[src/rtl/shift_issue_unit.sv]
// Issue/capture stage for the left/right shift units: encodes a shift request into
// the units' operand/control bytes, captures the muxed result and hands it to write-back.
module shift_issue_unit #(
  parameter int DEST_W = 3
) (
  input  logic              CLK,
  input  logic              RESET,
  input  logic              IN_VALID,
  output logic              IN_READY,
  input  logic [7:0]        IN_OPERAND,
  input  logic [7:0]        IN_AMOUNT,
  input  logic [1:0]        IN_OP,
  input  logic [DEST_W-1:0] IN_DEST,
  output logic [7:0]        SH_DATA,
  output logic [7:0]        SH_CTRL,
  output logic              SH_DIR,
  input  logic [7:0]        SH_RESULT,
  output logic              OUT_VALID,
  input  logic              OUT_READY,
  output logic [7:0]        RESULT,
  output logic [DEST_W-1:0] OUT_DEST
);

  typedef enum logic [1:0] {
    IDLE = 2'd0,
    EXEC = 2'd1,
    HOLD = 2'd2
  } state_t;

  state_t            state;
  state_t            state_next;
  logic              accept;
  logic [3:0]        amt;
  logic [1:0]        mode;
  logic [7:0]        enc_ctrl;
  logic [DEST_W-1:0] dest_q;

  always_ff @(posedge CLK or negedge RESET) begin
    if (!RESET) state <= IDLE;
    else        state <= state_next;
  end

  always_comb begin
    state_next = state;
    unique case (state)
      IDLE:    if (IN_VALID) state_next = EXEC;
      EXEC:    state_next = HOLD;
      HOLD:    if (OUT_READY) state_next = IN_VALID ? EXEC : IDLE;
      default: state_next = IDLE;
    endcase
  end

  always_comb begin
    IN_READY = RESET && ((state == IDLE) || ((state == HOLD) && OUT_READY));
    accept   = IN_VALID && IN_READY;
    // ror wraps modulo 8; the other shifts saturate at 8 so the units flush the operand
    if (IN_OP == 2'b11)           amt = {1'b0, IN_AMOUNT[2:0]};
    else if (IN_AMOUNT >= 8'd8)   amt = 4'd8;
    else                          amt = {1'b0, IN_AMOUNT[2:0]};
    unique case (IN_OP)
      2'b10:   mode = 2'b01;
      2'b11:   mode = 2'b10;
      default: mode = 2'b00;
    endcase
    enc_ctrl = {mode, 2'b00, amt};
  end

  always_ff @(posedge CLK or negedge RESET) begin
    if (!RESET) begin
      SH_DATA   <= '0;
      SH_CTRL   <= '0;
      SH_DIR    <= 1'b0;
      dest_q    <= '0;
      RESULT    <= '0;
      OUT_DEST  <= '0;
      OUT_VALID <= 1'b0;
    end else begin
      if (accept) begin
        SH_DATA <= IN_OPERAND;
        SH_CTRL <= enc_ctrl;
        SH_DIR  <= (IN_OP != 2'b00);
        dest_q  <= IN_DEST;
      end
      if (state == EXEC) begin
        RESULT    <= SH_RESULT;
        OUT_DEST  <= dest_q;
        OUT_VALID <= 1'b1;
      end else if (state == HOLD && OUT_READY) begin
        OUT_VALID <= 1'b0;
      end
    end
  end

endmodule

[config.mk]
export PLATFORM = sky130hd
export DESIGN_NAME = shift_issue_unit
export DESIGN_NICKNAME = d
export VERILOG_FILES = /design/src/rtl/shift_issue_unit.sv
export SDC_FILE = /design/constraint.sdc
export NUM_CORES = 1
export LEC_CHECK = 0
export ABC_CLOCK_PERIOD_IN_PS = 3500
export CAP_MARGIN = 5
export CORE_UTILIZATION = 44
export CTS_BUF_LIST = sky130_fd_sc_hd__clkbuf_4 sky130_fd_sc_hd__clkbuf_8
export CTS_CLUSTER_SIZE = 30
export DETAILED_ROUTE_END_ITERATION = 12
export GPL_ROUTABILITY_DRIVEN = 0
export HOLD_SLACK_MARGIN = 0.02
export PLACE_DENSITY = 0.9
export SETUP_SLACK_MARGIN = 0.3
export SYNTH_ARGS = -nofsm -noshare
export SYNTH_HDL_FRONTEND = slang
export SYNTH_SLANG_ARGS = --single-unit
[constraint.sdc]
create_clock -name CLK -period 3.5 [get_ports CLK]
set_clock_uncertainty 0.15 [all_clocks]
set_input_delay 0.875 -clock CLK [delete_from_list [all_inputs] [get_ports CLK]]
set_output_delay 0.875 -clock CLK [all_outputs]
set_load 0.03 [all_outputs]
==> flow_metrics.tcl, run 1 <==
set metrics [dict create \
    clock_path_buffers 2 \
    seq_area_frac_synth_pct 62.0 \
    yosysTopAreaCell "dfrtp_1" \
    grt.busiest_layer "met2" \
    met3_usage_pct 10.2 \
    clk_pin_slew_worst_paths_ns 0.09 \
    first_pass_iters 3 \
    p_leak_nw 0.842 \
    wl_per_cell_um 14.6 \
    cp_data_arrival_time_ns 1.79 \
    maxCapViolCount 0 \
    setup_slack_ns 0.689 \
    setup_violations 0 \
    syn_to_final_growth_pct 52.1 \
    critical_path.startpoint "OUT_READY" \
    yosys_register_bits 32 \
    peakVddDrop_mv 0.593 \
    path_class "input pin to output port" \
    core_sq_mm 0.00278 \
    netlist_instances 89 \
    die_h_um 56.2 \
    grt_remaining_overflow 0 \
    synth_xor_area_share_pct 0 \
    use_met1_pct 19.7 \
    grt.met2_usage_pct 32.8 \
    viasPerCell 5.07 \
    fp.dieW_um 56.2 \
    status "completed" \
    antenna_found_initial 0 \
    cp.required_ns 2.47 \
    hp-class "register to register" \
    final_cell_mix "58 x clkdlybuf4s50_1, 32 x dfrtp_1, 24 x mux2_2, 5 x clkbuf_4" \
    post-place-ws_ns 0.687 \
    dpl.hpwl_mm 2.13 \
    rsz0062_at_grt "false" \
    insertion_delay_ns 0.32 \
    fmax_mhz 356 \
    port-buffer-count 60 \
    cts_hold_buffers 0 \
    synth_compound_area_share_pct 3.97 \
    ant_nets 0 \
    yosysTopAreaCellShare_pct 62.0 \
    multi_input_area_sq_um 445 \
    powerDensity_mw_per_mm2 719 \
    final_common_cell "clkdlybuf4s50_1" \
    max_slew_margin_pct 36.0 \
    cts_resized 0 \
    min_from "SH_CTRL[0]$_DFFE_PN0P_" \
    tns_ns 0 \
    io_pins 63 \
    grt_max_degree 37 \
    wl_mm 2.72 \
    reg2reg_from "state[0]$_DFFE_PN0P_" \
    regArea_sq_um 801 \
    numCtsBuffers 5 \
    drc 0 \
    end_kind "output port" \
    nets 187 \
    cpPeakStageDelay_ns 0.47 \
    grt_pass1_vias 1014 \
    synth-simple-area-share_pct 7.45 \
    tightest_slew_ns 0.959 \
    cts_setup_buffers 0 \
    startpoint_type "input pin" \
    vias 943 \
    synth.area.top_cells "dfrtp_1 62%, mux2_2 21%, o2bb2ai_1 2.0%" \
    critPathMaxFanout 2 \
    synthAdderAreaFrac_pct 0 \
    clockRootBuffer "clkbuf_4" \
    slew_viol_final 0 \
    period_minus_slack_ns 2.81 \
    crit_path_top_delay_cell "clkdlybuf4s50_1" \
    std_cell_rows 19 \
    synth.distinct_cells 21 \
    start_util_pct 46.5 \
    synth_mux_area_share_pct 22.5 \
    total_power_mw 1.41 \
    ys_warn_count 0 \
    synth_top_family_by_area "multiplexers" \
    period_share_pct 80.3 \
    first_iter_violations 9 \
    clock_sinks 32 \
    cts_tree "done" \
    grt_pass1_wl_mm 4.47 \
    h-tree-depth 2 \
    syn_area_per_cell_sq_um 14.5 \
    hold_viol_final 0 \
    die-area_sq_mm 0.00316 \
    diodes 0 \
    fillerInstances 217 \
    netlist_area_sq_mm 0.00129 \
    grt_use_total_pct 18.9 \
    drive_gt1_share_pct 24.5 \
    path_cells "clkdlybuf4s50_1, nand2b_1, nand2_1, nor2_1, buf_4" \
]
## layer usage
layer,part of all wire [%],vias to the layer above,routed length [um]
li1,-,435,-
met3,11,2,287
met1,37,460,1010
met5,0,-,0
met4,0.59,0,16
met2,52,46,1410
## synthesized netlist by cell type
master,n
dfrtp_1,32
mux2_2,24
inv_1,3
nand2_1,3
nand4_1,3
o2bb2ai_1,3
a21oi_1,2
buf_2,2
buf_4,2
mux2i_1,2
nor2_1,2
nor2b_1,2
and2_1,1
and2b_2,1
clkbuf_8,1
conb_1,1
nand2b_1,1
nand3_4,1
o21a_1,1
o21bai_1,1
or4_1,1
## final cells by class
| type | instances | share of cell area (%) |
|---|---|---|
| Sequential cell | 32 | 40.7 |
| Timing Repair Buffer | 62 | 30.9 |
| Multi-Input combinational cell | 50 | 22.7 |
| Clock buffer | 6 | 2.61 |
| Tap cell | 31 | 1.97 |
| Inverter | 3 | 0.573 |
| Clock inverter | 2 | 0.509 |
## flip-flops by register name, summed over array words and instances, names as in the netlist
name and flops:
OUT_VALID 1, SH_DIR 1, RESULT 8, state 2
SH_CTRL 6, SH_DATA 8, OUT_DEST 3, dest_q 3
## critical path: cells and delay by family
kind | cells | cell delay, ns
buffers and inverters | 2 | 0.63
AND/OR/NAND/NOR | 3 | 0.27
## cell families after synthesis
logic type	count (synthesis)
muxes	26
DFF	32
other	1
and+or+nand+nor	15
buffers and inverters	8
AOI/OAI and AO/OA	7
## power breakdown
group          switching (mW)  internal, mW  total, mW
sequential             0.0675         0.487      0.555
combinational           0.336         0.304      0.640
clock                   0.122        0.0955      0.218
## final timing paths
kind                                           end  slack (ns)  cells past startpoint
max reg2reg                  RESULT[3]$_DFFE_PN0P_        1.61                      2
min reg2reg                 SH_CTRL[0]$_DFFE_PN0P_        0.35                      1
min                         SH_CTRL[0]$_DFFE_PN0P_        0.35                      1
max                                       IN_READY        0.69                      5
min in group asynchronous  OUT_DEST[0]$_DFFE_PN0P_        0.44                      2
max in group asynchronous    RESULT[2]$_DFFE_PN0P_        2.45                      2
## metrics by stage
stage | utilization, % | area (sq um) | hold slack (ns) | std cells
after floorplan | - | 1300 | 0.313 | 90
after global placement | 68.5 | 1900 | 0.322 | 178
after detailed placement | 68.5 | 1900 | 0.336 | 178
after CTS | 70.7 | 1970 | 0.358 | 186
after global routing | 70.7 | 1970 | 0.367 | 186
final | 70.7 | 1970 | 0.349 | 186
Power figures use the tool's default switching activity.
==> run 2: changes to the inputs <==
--- a/config.mk
+++ b/config.mk
@@ -5,15 +5,15 @@
 export SDC_FILE = /design/constraint.sdc
 export NUM_CORES = 1
 export LEC_CHECK = 0
-export ABC_CLOCK_PERIOD_IN_PS = 3500
+export ABC_CLOCK_PERIOD_IN_PS = 2350
 export CAP_MARGIN = 5
-export CORE_UTILIZATION = 44
+export CORE_UTILIZATION = 37
 export CTS_BUF_LIST = sky130_fd_sc_hd__clkbuf_4 sky130_fd_sc_hd__clkbuf_8
 export CTS_CLUSTER_SIZE = 30
 export DETAILED_ROUTE_END_ITERATION = 12
 export GPL_ROUTABILITY_DRIVEN = 0
 export HOLD_SLACK_MARGIN = 0.02
-export PLACE_DENSITY = 0.9
+export PLACE_DENSITY = 0.81
 export SETUP_SLACK_MARGIN = 0.3
 export SYNTH_ARGS = -nofsm -noshare
 export SYNTH_HDL_FRONTEND = slang
==> constraint.sdc (replaced) <==
create_clock -name CLK -period 2.35 [get_ports CLK]
set_clock_uncertainty 0.15 [all_clocks]
set_input_delay 0.5875 -clock CLK [delete_from_list [all_inputs] [get_ports CLK]]
set_output_delay 0.5875 -clock CLK [all_outputs]
set_load 0.03 [all_outputs]
==> run 2 against run 1 <==
Net effect:
- design area up 2.0%
- count of clock-buffer cells in the layout rose by 1
- utilization decreased by 11 points
- critical path type unchanged
==> flow_metrics.tcl, run 2 (synthesis gave the netlist of run 1 again) <==
set metrics [dict create \
    grt_max_degree 21 \
    multi_input_area_sq_um 453 \
    syn_to_final_growth_pct 55.2 \
    stdcell_count 203 \
    rr_worst_depth 3 \
    std_cell_rows 21 \
    path_cells "dlygate4sd2_1, nand2b_4, nand2_1, nor2_1, buf_4" \
    hold_viol_final 0 \
    diodes 0 \
    r2r_slack_ns 0.76 \
    viasPerCell 4.78 \
    timing.rr.end "SH_DATA[7]$_DFFE_PN0P_" \
    fp.dieW_um 61.1 \
    critPathMaxFanout 2 \
    wl_per_cell_um 13.1 \
    largestRegisters "RESULT (8), SH_DATA (8), SH_CTRL (6)" \
    regArea_sq_um 801 \
    clock_path_buffers 2 \
    grt_remaining_overflow 0 \
    cts_tree "done" \
    final_common_cell "dfrtp_1" \
    insertion_delay_ns 0.33 \
    intPower_mw 1.35 \
    core_sq_mm 0.00334 \
    tns_ns 0 \
    ant_nets 0 \
    hp-class "input pin to asynchronous set/reset pin" \
    h-tree-depth 2 \
    p_leak_nw 0.919 \
    cp.required_ns 1.61 \
    rsz0062_at_grt "false" \
    antenna_found_initial 0 \
    slew_viol_final 0 \
    status "completed" \
    peakVddDrop_mv 0.523 \
    end_kind "output port" \
    swShare_pct 36.1 \
    seq_power_share_pct 38.4 \
    grt_pass1_vias 1016 \
    place_inst 195 \
    dpl.hpwl_mm 2.01 \
    cp_data_arrival_time_ns 1.23 \
    die_h_um 61.1 \
    cpPeakStageDelay_ns 0.21 \
    start_util_pct 38.7 \
    nets 189 \
    setup_slack_ns 0.382 \
    vias 970 \
    io_pins 63 \
    wl_mm 2.67 \
    final_area_sq_mm 0.00201 \
    clk_pin_slew_worst_paths_ns 0.10 \
    power_frac_clock_pct 22.0 \
    setup_violations 0 \
    path_class "input pin to output port" \
    maxCapViolCount 0 \
    final_cell_mix "32 x dfrtp_1, 30 x clkdlybuf4s50_1, 28 x dlygate4sd2_1, 24 x mux2_2" \
    numCtsBuffers 5 \
    crit_path_top_delay_cell "dlygate4sd2_1" \
    drive_gt1_share_pct 26.1 \
    total_power_mw 2.12 \
    port-buffer-count 60 \
    combPwrFrac_pct 39.5 \
    die-area_sq_mm 0.00373 \
    grt_pass1_wl_mm 4.19 \
    startpoint_type "input pin" \
    fillerInstances 290 \
    switching_power_uw 767 \
    post-place-ws_ns 0.0792 \
    fmax_mhz 508 \
    period_share_pct 83.8 \
    reg2reg_from "state[0]$_DFFE_PN0P_" \
    first_pass_iters 2 \
    drc 0 \
    clock_sinks 32 \
    first_iter_violations 24 \
    grt_use_total_pct 16.2 \
    clockRootBuffer "clkbuf_4" \
    powerDensity_mw_per_mm2 1060 \
    period_minus_slack_ns 1.97 \
    dpl_cell_area_sq_mm 0.00194 \
]
## run 2: critical path, delay by kind of cell
family / cells / cell delay (ns)
and+or+nand+nor: 3 / 0.27
buffers and inverters: 2 / 0.37
## run 2: layout make-up
cell class / instances / area share (%)
repair buffers: 64 / 29.3
inverters: 3 / 0.561
flip-flops and latches: 32 / 39.9
multi-input cells: 50 / 22.6
clock buffers: 7 / 3.24
well taps: 46 / 2.87
clock inverters: 1 / 1.50
## run 2: how the worst max path moves through the flow
stage / start / endpoint / slack, ns / cells past startpoint
after floorplan: OUT_READY / IN_READY / 0.33 / 4
after global placement: IN_AMOUNT[6] / SH_CTRL[3]$_DFFE_PN0P_ / 0.12 / 4
after detailed placement: IN_AMOUNT[6] / SH_CTRL[3]$_DFFE_PN0P_ / 0.08 / 4
after CTS: OUT_READY / IN_READY / 0.38 / 5
after global routing: OUT_READY / IN_READY / 0.33 / 5
final: OUT_READY / IN_READY / 0.38 / 5
## run 2: repair_timing
| item | CTS | global route |
|---|---|---|
| resized for setup | 29 | 0 |
| hold buffers | 0 | 0 |
| setup buffers | 0 | 0 |
| setup endpoints to repair | 28 | 0 |
## run 2: stage by stage
stage	hold slack, ns	util [%]
2_1_floorplan	0.142	-
3_3_place_gp	0.325	58.1
3_5_place_dp	0.340	58.1
4_1_cts	0.0544	60.1
5_1_grt	0.0627	60.1
6_report	0.0688	60.1
## run 2: metal layers
layer  vias up  share of wire [%]  global-route usage [%]
met5         -                  0                       0
li1        440                  -                       -
met2        42                 54                    27.5
met1       483                 36                    16.3
met3         5                8.6                    8.61
met4         0                1.7                    7.47
## run 2: power groups by stage
stage | combinational [mW] | sequential, mW | clock, mW
3_5_place_dp | 0.957 | 0.832 | 0
6_report | 0.839 | 0.815 | 0.467
3_3_place_gp | 0.941 | 0.818 | 0
4_1_cts | 0.850 | 0.819 | 0.483
2_1_floorplan | 0.219 | 1.14 | 0
5_1_grt | 0.896 | 0.840 | 0.504
==> run 3: changes to the inputs <==
--- a/config.mk
+++ b/config.mk
@@ -5,15 +5,15 @@
 export SDC_FILE = /design/constraint.sdc
 export NUM_CORES = 1
 export LEC_CHECK = 0
-export ABC_CLOCK_PERIOD_IN_PS = 2350
+export ABC_CLOCK_PERIOD_IN_PS = 2100
 export CAP_MARGIN = 5
-export CORE_UTILIZATION = 37
+export CORE_UTILIZATION = 41
 export CTS_BUF_LIST = sky130_fd_sc_hd__clkbuf_4 sky130_fd_sc_hd__clkbuf_8
 export CTS_CLUSTER_SIZE = 30
 export DETAILED_ROUTE_END_ITERATION = 12
 export GPL_ROUTABILITY_DRIVEN = 0
 export HOLD_SLACK_MARGIN = 0.02
-export PLACE_DENSITY = 0.81
+export PLACE_DENSITY = 0.85
 export SETUP_SLACK_MARGIN = 0.3
 export SYNTH_ARGS = -nofsm -noshare
 export SYNTH_HDL_FRONTEND = slang
==> constraint.sdc (replaced) <==
create_clock -name CLK -period 2.1 [get_ports CLK]
set_clock_uncertainty 0.15 [all_clocks]
set_input_delay 0.525 -clock CLK [delete_from_list [all_inputs] [get_ports CLK]]
set_output_delay 0.525 -clock CLK [all_outputs]
set_load 0.03 [all_outputs]
==> run 3 against run 2 <==
Net effect:
- via count grew 0.10%
- critical path type is now register to output port
- non-clock buffer count grew 6
- count of clock-buffer cells in the layout unchanged
- setup slack got worse by 0.10 ns
- global-route usage up 3.0 points
- critical path depth shrank 1
==> flow_metrics.tcl, run 3 (synthesis gave the netlist of run 1 again) <==
set metrics [dict create \
    status "completed" \
    powerDensity_mw_per_mm2 1120 \
    nets 195 \
    port-buffer-count 60 \
    clk_pin_slew_worst_paths_ns 0.10 \
    critPathMaxFanout 4 \
    grt_pass1_vias 1034 \
    swShare_pct 38.4 \
    first_pass_iters 4 \
    numCtsBuffers 5 \
    hold_viol_final 0 \
    clock_sinks 32 \
    antenna_found_initial 0 \
    cts_tree "done" \
    clockRootBuffer "clkbuf_4" \
    insertion_delay_ns 0.33 \
    dpl.hpwl_mm 2.11 \
    viasPerCell 4.69 \
    first_iter_violations 35 \
    slew_viol_final 0 \
    fp.dieW_um 58.1 \
    path_class "register to output port" \
    wl_per_cell_um 14.1 \
    period_share_pct 86.8 \
    seq_power_share_pct 40.3 \
    peakVddDrop_mv 0.667 \
    rsz0062_at_grt "true" \
    switching_power_uw 877 \
    drc 0 \
    cp.required_ns 1.42 \
    syn_to_final_growth_pct 57.8 \
    regArea_sq_um 802 \
    holdWs_ns 0.182 \
    die_h_um 58.1 \
    diodes 0 \
    combPwrFrac_pct 42.9 \
    rr_worst_depth 3 \
    largestRegisters "RESULT (8), SH_DATA (8), SH_CTRL (6)" \
    final_common_cell "dfrtp_1" \
    std_cell_rows 20 \
    intPower_mw 1.40 \
    post-place-ws_ns -0.0618 \
    final_cell_mix "31 x dfrtp_1, 28 x clkdlybuf4s50_1, 23 x mux2_2, 16 x clkdlybuf4s15_1" \
    fmax_mhz 549 \
    vias 971 \
    clock_path_buffers 2 \
    setup_slack_ns 0.278 \
    cpPeakStageDelay_ns 0.45 \
    end_kind "output port" \
    p_leak_nw 0.926 \
    final_util_pct 67.4 \
    ant_nets 0 \
    crit_path_top_delay_cell "dfrtp_2" \
    core_sq_mm 0.00303 \
    power_frac_clock_pct 16.8 \
    setup_violations 0 \
    h-tree-depth 2 \
    drive_gt1_share_pct 36.8 \
    reg2reg_from "state[0]$_DFFE_PN0P_" \
    start_util_pct 42.7 \
    io_pins 63 \
    place_inst 196 \
    startpoint_type "register" \
    cp_data_arrival_time_ns 1.15 \
    fillerInstances 226 \
    multi_input_area_sq_um 474 \
    period_minus_slack_ns 1.82 \
    grt_pass1_wl_mm 4.69 \
    hp-class "input pin to asynchronous set/reset pin" \
    grt_remaining_overflow 0 \
    path_cells "nand2b_4, nand2_2, nor2_2, buf_6" \
    stdcell_count 207 \
    wl_mm 2.92 \
    timing.rr.end "SH_DATA[7]$_DFFE_PN0P_" \
    grt_use_total_pct 19.1 \
    r2r_slack_ns 0.54 \
    maxCapViolCount 0 \
    grt_max_degree 29 \
    die-area_sq_mm 0.00338 \
]
[run 3: repair_timing]
| item | in CTS | in global routing |
|---|---|---|
| resized for setup | 34 | 37 |
| endpoints found under the setup margin | 28 | 28 |
| hold endpoints to repair | 4 | 0 |
| hold buffers | 1 | 0 |
| pin swaps | 1 | 2 |
| buffers inserted | 0 | 2 |
[run 3: per-layer routing]
metal,vias to the layer above,global-route usage [%],part of all wire [%]
li1,453,-,-
met1,466,19.6,36
met2,44,34.8,54
met3,8,7.81,7.3
met4,0,6.80,2.4
met5,-,0,0
[run 3: worst max path at each step]
stage / to / slack [ns] / start
after global placement: SH_CTRL[3]$_DFFE_PN0P_ / -0.04 / IN_AMOUNT[6]
after global routing: IN_READY / 0.22 / state[1]$_DFFE_PN0P_
final: IN_READY / 0.28 / state[1]$_DFFE_PN0P_
after detailed placement: SH_CTRL[3]$_DFFE_PN0P_ / -0.06 / IN_AMOUNT[6]
after CTS: IN_READY / 0.24 / state[1]$_DFFE_PN0P_
after floorplan: IN_READY / 0.32 / OUT_READY
[run 3: power groups by stage]
| stage | Clock [mW] | Sequential (mW) | Combinational (mW) |
|---|---|---|---|
| 2_1_floorplan | 0 | 1.27 | 0.246 |
| 3_3_place_gp | 0 | 0.913 | 1.06 |
| 3_5_place_dp | 0 | 0.928 | 1.09 |
| 4_1_cts | 0.399 | 0.914 | 0.974 |
| 5_1_grt | 0.427 | 0.946 | 1.03 |
| 6_report | 0.383 | 0.920 | 0.978 |
[run 3: worst max-delay path: cells and delay by family, from the launching register on]
kind | cells | cell delay (ns)
buffers and inverters | 1 | 0.14
DFF | 1 | 0.45
and+or+nand+nor | 3 | 0.25
[run 3: area by class of cell]
cell class / count / share of cell area, %
sequential: 32 / 39.3
tap: 44 / 2.70
clock buffer: 7 / 2.88
inverter: 3 / 0.552
timing repair buffer: 70 / 30.9
multi-input combinational: 50 / 23.3
clock inverter: 1 / 0.368
[run 3: through the flow]
stage          power [mW]  cell area [sq um]  setup TNS (ns)
4_1_cts              2.29               2020               0
2_1_floorplan        1.52               1300               0
5_1_grt              2.41               2040               0
3_3_place_gp         1.98               1960         -0.0368
3_5_place_dp         2.01               1960          -0.192
6_report             2.28               2040               0
